--- config.mk ---
export PLATFORM = sky130hd
export DESIGN_NAME = wb_sequencer
export DESIGN_NICKNAME = d
export VERILOG_FILES = /design/src/rtl/wb_sequencer.sv
export SDC_FILE = /design/constraint.sdc
export NUM_CORES = 1
export LEC_CHECK = 0
export ABC_AREA = 0
export BUFFER_PORTS_ARGS = -buffer_cell sky130_fd_sc_hd__buf_4
export CAP_MARGIN = 20
export CORE_MARGIN = 5
export CORE_UTILIZATION = 60
export CTS_CLUSTER_DIAMETER = 200
export CTS_CLUSTER_SIZE = 40
export DETAILED_ROUTE_END_ITERATION = 10
export GPL_TIMING_DRIVEN = 1
export PLACE_DENSITY_LB_ADDON = 0.25
export SYNTH_ARGS = -nofsm -noshare
export SYNTH_HDL_FRONTEND = slang
export SYNTH_SLANG_ARGS = --single-unit
--- constraint.sdc ---
create_clock -name clk -period 6.2 [get_ports clk]
set_input_delay 0.31 -clock clk [delete_from_list [all_inputs] [get_ports clk]]
set_output_delay 0.31 -clock clk [all_outputs]
set_load 0.01 [all_outputs]
--- src/rtl/wb_sequencer.sv ---
// Register-file write-back sequencer: ALU results take priority, colliding loads
// are buffered in an in-order FIFO, and a scoreboard tracks registers with loads in flight.
module wb_sequencer #(
  parameter int unsigned DEPTH = 4,
  parameter int unsigned XLEN  = 32
) (
  input  logic                     clk,
  input  logic                     rst_n,
  input  logic                     alu_valid,
  input  logic [4:0]               alu_rd,
  input  logic [XLEN-1:0]          alu_data,
  input  logic                     ld_valid,
  output logic                     ld_ready,
  input  logic [4:0]               ld_rd,
  input  logic [XLEN-1:0]          ld_data,
  input  logic                     iss_valid,
  input  logic                     iss_load,
  input  logic [4:0]               iss_rd,
  output logic [4:0]               rd,
  output logic [XLEN-1:0]          DataWr,
  output logic                     RUWr,
  output logic [31:0]              busy,
  output logic [$clog2(DEPTH):0]   fifo_count
);

  localparam int unsigned AW = $clog2(DEPTH);
  localparam int unsigned CW = AW + 1;

  logic [XLEN-1:0] data_mem [DEPTH];
  logic [4:0]      rd_mem   [DEPTH];

  logic [AW-1:0]   rptr_q, rptr_d;
  logic [AW-1:0]   wptr_q, wptr_d;
  logic [CW-1:0]   cnt_q,  cnt_d;
  logic [4:0]      rd_q,   rd_d;
  logic [XLEN-1:0] data_q, data_d;
  logic            ruwr_q, ruwr_d;
  logic [31:0]     busy_q, busy_d;

  logic alu_take;
  logic fifo_ne;
  logic ld_use;
  logic push;
  logic pop;
  logic ld_wr;

  // ld_ready looks only at the registered count, so a same-cycle pop never frees a slot early.
  assign ld_ready = (cnt_q < CW'(DEPTH));
  assign alu_take = alu_valid && (alu_rd != 5'd0);
  assign fifo_ne  = (cnt_q != '0);
  assign ld_use   = ld_valid && ld_ready && (ld_rd != 5'd0);
  assign pop      = !alu_take && fifo_ne;
  assign push     = ld_use && (alu_take || fifo_ne);

  always_comb begin
    rd_d   = rd_q;
    data_d = data_q;
    ruwr_d = 1'b0;
    ld_wr  = 1'b0;
    if (alu_take) begin
      rd_d   = alu_rd;
      data_d = alu_data;
      ruwr_d = 1'b1;
    end else if (fifo_ne) begin
      rd_d   = rd_mem[rptr_q];
      data_d = data_mem[rptr_q];
      ruwr_d = 1'b1;
      ld_wr  = 1'b1;
    end else if (ld_use) begin
      rd_d   = ld_rd;
      data_d = ld_data;
      ruwr_d = 1'b1;
      ld_wr  = 1'b1;
    end
  end

  always_comb begin
    rptr_d = pop  ? rptr_q + AW'(1) : rptr_q;
    wptr_d = push ? wptr_q + AW'(1) : wptr_q;
    cnt_d  = cnt_q;
    if (push && !pop) begin
      cnt_d = cnt_q + CW'(1);
    end else if (pop && !push) begin
      cnt_d = cnt_q - CW'(1);
    end
  end

  // Clear before set so a re-issue to the register being written keeps it busy.
  always_comb begin
    busy_d = busy_q;
    if (ld_wr) begin
      busy_d[rd_d] = 1'b0;
    end
    if (iss_valid && iss_load && (iss_rd != 5'd0)) begin
      busy_d[iss_rd] = 1'b1;
    end
    busy_d[0] = 1'b0;
  end

  always_ff @(posedge clk or negedge rst_n) begin
    if (!rst_n) begin
      rptr_q <= '0;
      wptr_q <= '0;
      cnt_q  <= '0;
      rd_q   <= '0;
      data_q <= '0;
      ruwr_q <= 1'b0;
      busy_q <= '0;
    end else begin
      rptr_q <= rptr_d;
      wptr_q <= wptr_d;
      cnt_q  <= cnt_d;
      rd_q   <= rd_d;
      data_q <= data_d;
      ruwr_q <= ruwr_d;
      busy_q <= busy_d;
    end
  end

  always_ff @(posedge clk) begin
    if (push) begin
      rd_mem[wptr_q]   <= ld_rd;
      data_mem[wptr_q] <= ld_data;
    end
  end

  assign rd         = rd_q;
  assign DataWr     = data_q;
  assign RUWr       = ruwr_q;
  assign busy       = busy_q;
  assign fifo_count = cnt_q;

endmodule

### Word-level counts from Yosys, hierarchy flattened

Memories as Yosys holds them, arrays and structs flattened.
Cells that the tools add are included.

| word-level totals | value |
|---|---|
| register bits after elaboration | 76 |
| latch bits | 0 |
| RAM bits | 148 |
| ROM bits | 0 |
| input bits | 85 |
| word-level logic and storage cells | 62 |
| memories kept | 2 |

| operators by class | value |
|---|---|
| add/subtract/negate cells | 4 |
| multiply operators | 0 |
| divide/modulo/power cells | 0 |
| magnitude comparators | 5 |
| eq/ne operators | 0 |
| shifts and indexed selects | 0 |
| multiplexer cells | 20 |
| bitwise operators | 3 |
| reduce and logical (&&, ||, !) cells | 21 |

Memory list:

| name | depth | bits a word | rd ports | clocked after Yosys merged registers in | write ports | line | source |
|---|---|---|---|---|---|---|---|
| data_mem | 4 | 32 | 1 | 0 | 1 | 29 | `logic [XLEN-1:0] data_mem [DEPTH];` |
| rd_mem | 4 | 5 | 1 | 0 | 1 | 30 | `logic [4:0] rd_mem [DEPTH];` |

Operator list:

| operator | count |
|---|---|
| $mux 32 | 5 |
| $and 32x32->32 | 1 |
| $not 32->32 | 1 |
| $or 32x32->32 | 1 |
| $mux 5 | 3 |
| $reduce_bool 5->1 | 3 |
| $lt 5x6->1 const B | 2 |
| $logic_and 1x1->1 | 11 |
| $demux 1 s5 | 2 |
| $ge 5x1->1 const B | 2 |
| $mux 1 | 8 |
| $mux 3 | 2 |
| $reduce_bool 3->1 | 2 |
| $add 2x1->2 const B | 2 |
| $add 3x1->3 const B | 1 |
| $logic_not 1->1 | 3 |
| $lt 3x3->1 const B | 1 |
| $sub 3x1->3 const B | 1 |
| $reduce_bool 2->1 | 1 |
| $logic_or 1x1->1 | 1 |

### Logic depth before layout (Yosys ltp)

Gate-level depths: netlist of run 1.

| logic depth | value |
|---|---|
| depth after elaboration | 15 |
| mapped depth | 9 |
| mapped depth without buffers | 9 |

### Worst setup path before layout of run 1

OpenSTA, ideal clock, no wires.

| path | value |
|---|---|
| path type | flip-flop to flip-flop |
| start | register cnt_q[2], in the netlist fifo_count[2] |
| end | memory data_mem[0][0] (enable) |
| setup time | 0.398 ns |
| data arrival time | 2.155 ns |
| slack | 3.647 ns |
| cell stages (with the launch flop) | 5 |
| buffers on the path | 0 |
| period minus slack after synthesis | 2.553 ns |
| cell sequence | dfrtp_1 > nor2b_1 > o21ai_1 > a21oi_1 > and2_1 |

| between the ends | value |
|---|---|
| longest elaborated chain between the ends | 6 |
| elaborated cells between the ends (all ways) | 8 |
| classes of those cells | order compare: 1; mux: 2; reduce/logical: 5 |

Ends and longest elaborated chain:

| element | line | source |
|---|---|---|
| from (decl) | 34 | `logic [CW-1:0] cnt_q, cnt_d;` |
| from (signal assigned) | 112 | `cnt_q <= cnt_d;` |
| $lt 3x3->1 | 48 | `assign ld_ready = (cnt_q < CW'(DEPTH));` |
| $logic_and 1x1->1 (2 in a row) | 51 | `assign ld_use = ld_valid && ld_ready && (ld_rd != 5'd0);` |
| $logic_and 1x1->1 (*) | 53 | `assign push = ld_use && (alu_take \|\| fifo_ne);` |
| named net push | 43 | `logic push;` |
| $mux 1 (*) | 121 | `if (push) begin` |
| $mux 1 (not written as such) (*) | 123 | `data_mem[wptr_q] <= ld_data;` |
| to (decl) | 29 |  |

Mark *: on every way through the listed nets, which the timed path passes. The rest lies on a longest branch.

### Final worst setup path of run 1

| path | value |
|---|---|
| start | register cnt_q[2], in the netlist fifo_count[2] |
| end | register busy_q[28], in the netlist busy[28] |

| between the ends | value |
|---|---|
| longest elaborated chain between the ends | 15 |
| elaborated cells between the ends (all ways) | 20 |
| classes of those cells | order compare: 3; mux: 10; bitwise: 3; reduce/logical: 4 |

Ends and longest elaborated chain:

| element | line | source |
|---|---|---|
| $lt 3x3->1 | 48 |  |
| $logic_and 1x1->1 (2 in a row) | 51 |  |
| $mux 5 | 69 | `end else if (ld_use) begin` |
| $mux 5 | 64 | `end else if (fifo_ne) begin` |
| $mux 5 | 60 | `if (alu_take) begin` |
| $lt 5x6->1 (not written as such) or $ge 5x1->1 (tied branches) | 92 | `busy_d[rd_d] = 1'b0;` |
| $logic_and 1x1->1 (not written as such) | 92 |  |
| $mux 1 (not written as such) | 92 |  |
| $demux 1 s5 | 92 |  |
| $not 32->32 (no source line) | n/a |  |
| $and 32x32->32 (no source line) | n/a |  |
| $mux 32 (*) | 91 | `if (ld_wr) begin` |
| $or 32x32->32 (no source line) | n/a |  |
| $mux 32 (*) | 94 | `if (iss_valid && iss_load && (iss_rd != 5'd0)) begin` |
| named net busy_d[28] | 38 | `logic [31:0] busy_q, busy_d;` |
| to (signal assigned) | 116 | `busy_q <= busy_d;` |
| to (decl) | 38 |  |

Marks and branches as above.
A chain may end at the register's enable or synchronous reset.

==> results of run 1 <==
==> synth_stat cells (all sizes together) (2+ instances only) <==
master   count
nor2b        2
ha           5
a21oi        5
and2         6
nand3        7
buf         12
clkbuf      22
mux2i        4
o22ai       32
nor2         8
o31ai       12
o21a         2
nand2b       4
xnor2        5
o211ai       8
nor3b        2
o41ai       15
o2bb2ai      2
mux4        36
dfrtp       76
nor4         3
nor3         6
or3          5
o21ai       35
or4          2
inv         13
edfxtp     148
nand3b       3
a31oi       32
or2          4
nand2       82
==> final timing paths <==
| check | endpoint | slack, ns | depth (start not counted) |
|---|---|---|---|
| max | busy[28] | 3.04 | 6 |
| min | data_mem[0][28] | 0.04 | 1 |
| max reg2reg | busy[28] | 3.04 | 6 |
| min reg2reg | busy[22] | 0.53 | 2 |
| max in group asynchronous | rptr_q[1] | 5.30 | 3 |
| min in group asynchronous | DataWr[4] | 0.28 | 2 |
==> metal layers <==
metal / global-route usage / wire (um) / part of all wire / up-vias
met3: 0.0431 / 1620 / 0.076 / 38
met5: 0 / 0 / 0 / -
li1: - / - / - / 2666
met1: 0.324 / 8440 / 0.39 / 3036
met2: 0.409 / 10800 / 0.51 / 314
met4: 0.0543 / 478 / 0.022 / 0
==> state kept, by name (all words and copies together) (netlist names) <==
register	cells
RUWr	1
wptr_q	2
DataWr	32
busy	31
data_mem	128
rptr_q	2
rd	5
rd_mem	20
fifo_count	3
==> final cells by class <==
type	count	area (um2)	area share
Sequential cell	224	6350	0.584
Multi-Input combinational cell	341	2740	0.252
Timing Repair Buffer	163	1250	0.115
Clock buffer	12	236	0.0218
Tap cell	188	235	0.0216
Inverter	13	48.8	0.00449
Clock inverter	1	16.3	0.00150
==> critical path, stage by stage, from the launching register on <==
cell	delay, ns
dfrtp_1	0.49
nor2b_1	0.22
o21ai_1	0.21
a21oi_4	0.88
nand2b_1	0.62
o41ai_1	0.49
o31ai_1	0.13
==> through the flow <==
step	std cells	total power [mW]	hold slack (ns)	utilization
floorplan	612	3.22	0.0144	-
global placement	927	3.86	0.490	0.696
detailed placement	927	3.93	0.494	0.696
CTS	940	4.62	0.0338	0.712
global route	942	4.86	0.0206	0.715
finish	942	4.60	0.0392	0.715
==> kinds of logic (layout without fill, tap and decap cells) <==
| family | Yosys count | in the layout | synth area share |
|---|---|---|---|
| flops | 224 | 224 | 0.685 |
| simple gates | 137 | 137 | 0.0711 |
| fa+ha+maj | 6 | 6 | 0.00891 |
| buf+inv | 47 | 189 | 0.0223 |
| compound gates | 150 | 150 | 0.114 |
| mux | 41 | 41 | 0.0930 |
| other cells | 1 | 1 | 0.000405 |
| xor+xnor | 6 | 6 | 0.00567 |
==> repair_timing <==
action | 4_1_cts | 5_1_grt
resized for setup | 0 | 0
endpoints found under the hold margin | 0 | 24
hold buffers | 0 | 1
==> power groups by stage <==
stage	clock, mW	combinational (mW)	sequential [mW]
after floorplan	0	1.00	2.22
after global placement	0	1.70	2.16
after detailed placement	0	1.75	2.18
after CTS	0.714	1.76	2.15
after global routing	0.777	1.90	2.19
final	0.710	1.74	2.15
==> results.md, run 1 <==
* Clk buf depth at 3
* Fmax at 317 MHz
* Yosys cell types at 58
* Critical path arrival at 3.52 ns
* Combinational power share at 0.379
* Layout Nets at 843
* Synth async-reset ratio at 0.339
* HPWL Detailed at 13700 um
* Residual DRC count at 0
* Layout cells sized above 1 at 0.313
* Peak supply drop at 285 uV
* Setup CP Type: reg -> reg
* Int Pwr at 3.01 mW
* Setup Skew at 0.0310 ns
* Critical Path Sink Type: flop
* Setup_tns at 0 ns
* Startpoint types: flop
* Slew Limit Headroom at 0.296
* Net Sw Power at 1.59 mW
* Fin crit share at 0.509
* Synth Net Count at 703
* Top cells by area, synth: edfxtp_1, dfrtp_1, mux4_2, nand2_1, a31oi_1
* Seq/Total Area, Yosys at 0.685
* Routed WL per cell at 22.7 um
* Place WS at 2.75 ns
* Largest net degree at the start of global routing at 77
* Boundary Pins at 159
* Final hold vios at 0
* Area growth syn-to-layout at 17.2%
* Reg-to-reg startpoint: fifo_count[2]
* Top_reg_cell synth: edfxtp_1
* RSZ-0062 raised after global routing: no
* Post-synth EDFFs at 148
* Run status: finished clean
* Post-synth design cell area at 9270 um2
* Die extent in y at 134 um
* Least-Margin Pin Slew at 1.05 ns
* Maxcap violations at 0
* Port bufs at 157
* Minimum clock period at 3.16 ns
* Clk pwr share at 0.154
* Worst Hold Class: in -> reg
* # diodes at 0
* Sequential power share at 0.467
* Inserted Clock Buffers at 9
* Gate Count Post-Synth at 612
* Share of the synthesized area in the top cell type at 0.479
* Via density at 6.43
* WP data required at 6.56 ns
* Most common cell after layout, fill and taps aside: buf_4
* Root Driver: clkbuf_16
* Clock net sink count at 224
* TritonCTS clock tree: done
* Syn Area/Cell at 15.1 um2
* Switching share of power at 0.345
* Synth warn at 0
* Gr usage total at 0.239
* Worst-path fanout max at 34
* Fin. max-slew vios at 0
* Final GP Congestion at 0.889
* Area after DPL at 10600 um2
* Core area at 15200 um2
* Setup Fix Bufs, Post-CTS at 0
* Remaining global-route overflow at 0
* Filler instances at 1037
* Final wirelength at 21400 um
* Number of global-route vias before repair at 6241
* Count of final setup violators at 0
* Die width at 134 um
* Clock slew at reported path FFs at 0.15 ns
* Post-Layout Inst Area at 10900 um2
* Initial antenna violation count at 0
* Global-route wire length before repair at 34100 um
* Hold_sp: ld_data[28]
* Die area at 18000 um2
* Critical Path Source: fifo_count[2]
* Most frequent cells in the layout: buf_4, edfxtp_1, nand2_1, dfrtp_1, mux4_2
* H-tree levels at 1
* Power Density at 423 nW/um2
* Vias post-DR at 6054
* Clock Latency Late Sink at 0.48 ns
* Routed Antenna Nets at 0
* Cell leakage power at 4.05 nW
* Post-route setup slack at 3.04 ns
* DRT Pass-1 Iters at 6
* Initial core utilization at 0.610
* Row cnt at 45
* Synth Register Bits at 224
* Yosys top cell by area: edfxtp_1
* 1st-iter DRT viols at 624
No activity file was read; power rests on OpenSTA's default activity.
==> run 2, diff against run 1 <==
Settings changed: CORE_UTILIZATION 60 to 51.
Clock period 6.2 ns to 2.65 ns, I/O delays scaled along.
==> results.md, run 2 (synthesis results as in run 1) <==
* Most common cell after layout, fill and taps aside: buf_4
* Cell leakage power at 4.42 nW (+9.2%)
* Clock net sink count at 224 (unchanged)
* Int Pwr at 7.21 mW (+140%)
* Combinational power share at 0.391 (+0.012)
* DRT Pass-1 Iters at 5 (-1)
* Met3 wire length at 1460 um (-9.9%)
* Global-route wire length before repair at 35400 um (+3.8%)
* Most flop-heavy register: data_mem
* Crit path buf inv count at 0 (unchanged)
* TritonCTS clock tree: done
* Area growth syn-to-layout at 26.8%
* Worst-path fanout max at 37 (+8.8%)
* Layout cells sized above 1 at 0.302 (-0.0110)
* Remaining global-route overflow at 0 (unchanged)
* WL met1 at 9300 um (+10%)
* Clock Latency Late Sink at 0.48 ns (about the same)
* Vias post-DR at 6290 (+3.9%)
* Layout Nets at 930 (+10%)
* Clock slew at reported path FFs at 0.15 ns (about the same)
* Residual DRC count at 0 (unchanged)
* Core area at 17900 um2 (+18%)
* Clk buf depth at 3 (unchanged)
* Die area at 21000 um2 (+16%)
* Slew Limit Headroom at 0.342 (+0.0461)
* Startpoint types: flop
* RSZ-0062 raised after global routing: yes
* Root Driver: clkbuf_16
* Max layer used: met4
* Number of flip-flops in the largest register at 128 (unchanged)
* Initial core utilization at 0.518 (-0.0920)
* Maxcap violations at 0 (unchanged)
* HPWL Detailed at 15000 um (+9.5%)
* Inserted Clock Buffers at 9 (unchanged)
* Port bufs at 157 (unchanged)
* WP data required at 2.74 ns (-3.82 ns)
* Boundary Pins at 159 (unchanged)
* Setup_tns at 0 ns (unchanged)
* Power Density at 936 nW/um2 (+120%)
* Setup Fix Bufs, Post-CTS at 0 (unchanged)
* Gr usage total at 0.216 (-0.0224)
* Final GP Congestion at 0.860 (-3.2%)
* Fin crit share at 0.961 (+0.452)
* Critical Path Sink Type: flop
* Met2 Wirelength at 11700 um (+8.4%)
* Critical-path cell list: nor2b_1 -> o21ai_1 -> a21oi_1 -> and2_2
* Delay-heaviest family, CP: simple AND/OR/NAND/NOR gates
* Minimum clock period at 2.55 ns (-0.611 ns)
* Clk pwr share at 0.151 (-0.003)
* Fmax at 393 MHz (+24%)
* Peak supply drop at 542 uV (+90%)
* Final wirelength at 22700 um (+6.2%)
* # diodes at 0 (unchanged)
* Place WS at 0.0467 ns (-2.70 ns)
* Sequential power share at 0.458 (-0.009)
* Critical path arrival at 2.64 ns (-0.88 ns)
* Initial antenna violation count at 0 (unchanged)
* Die width at 145 um (+7.8%)
* 1st-iter DRT viols at 429 (-31%)
* Die extent in y at 145 um (+7.8%)
* Filler instances at 1312 (+27%)
* Routed WL per cell at 21.2 um (-6.5%)
* H-tree levels at 1 (unchanged)
* Worst reg2reg setup slack at 0.10 ns (-2.94 ns)
* Net Sw Power at 3.79 mW (+140%)
* Routed Antenna Nets at 0 (unchanged)
* Setup Skew at 0.0301 ns (-0.000930 ns)
* Final hold vios at 0 (unchanged)
* Layout Utilization at 0.657 (-0.0581)
* Run status: finished clean
* Row cnt at 49 (+8.9%)
* Via density at 5.88 (-8.5%)
* Setup CP Type: reg -> reg
* Largest stage delay on the critical path at 0.91 ns (+0.03 ns)
* Number of global-route vias before repair at 6382 (+2.3%)
* Most frequent cells in the layout: buf_4, edfxtp_1, nand2_1, dfrtp_1, dlygate4sd3_1
* Largest net degree at the start of global routing at 77 (unchanged)
* Post-route setup slack at 0.102 ns (-2.94 ns)
* Switching share of power at 0.345 (about the same)
* Worst Hold Class: in -> reg
* Least-Margin Pin Slew at 0.987 ns (-0.0669 ns)
* Count of final setup violators at 0 (unchanged)
* Worst path slowest cell: and2_2
* Fin. max-slew vios at 0 (unchanged)
## run 2: per-stage QoR
step / instances / instance area, um2 / power [mW] / hold slack [ns]
finish: 1070 / 11800 / 11.0 / 0.00255
global route: 1070 / 11800 / 11.6 / 0.00870
detailed placement: 983 / 10700 / 9.33 / 0.345
floorplan: 612 / 9270 / 7.54 / -0.163
global placement: 983 / 10700 / 9.21 / 0.344
CTS: 1069 / 11700 / 11.1 / 0.000119
## run 2: power groups by stage
stage | Sequential [mW] | Clock, mW | Combinational (mW)
floorplan | 5.19 | 0 | 2.35
global placement | 5.06 | 0 | 4.15
detailed placement | 5.11 | 0 | 4.22
CTS | 5.04 | 1.70 | 4.33
global route | 5.13 | 1.83 | 4.67
finish | 5.04 | 1.67 | 4.30
## run 2: tightest hold or removal path, cell delays in order
cell and delay (ns):
buf_4 0.08, o22ai_1 0.07, a31oi_1 0.14
## run 2: final timing paths
kind                               start         endpoint  depth (start not counted)
max in group asynchronous          rst_n        rptr_q[1]                          3
max reg2reg                fifo_count[2]  data_mem[3][17]                          4
min                         alu_data[20]       DataWr[20]                          3
min in group asynchronous          rst_n        DataWr[5]                          2
max                        fifo_count[2]  data_mem[3][17]                          4
min reg2reg                     busy[22]         busy[22]                          2
## run 2: per-layer routing
| layer | GRT usage | up-vias |
|---|---|---|
| met4 | 0.0299 | 0 |
| met1 | 0.306 | 3190 |
| met2 | 0.377 | 244 |
| li1 | - | 2838 |
| met3 | 0.0237 | 18 |
| met5 | 0 | - |
## run 2: layout make-up
class,instances,area [um2],area share
clock buffer,12,236,0.0201
clock inverter,1,16.3,0.00138
inverter,13,48.8,0.00415
multi-input combinational,341,2740,0.233
sequential,224,6350,0.540
tap,229,287,0.0244
timing repair buffer,250,2080,0.177
## run 2: what timing repair did
item	4_1_cts	5_1_grt
hold buffers	73	0
hold endpoints to repair	266	0
endpoints found under the setup margin	0	125
resized for setup	0	4
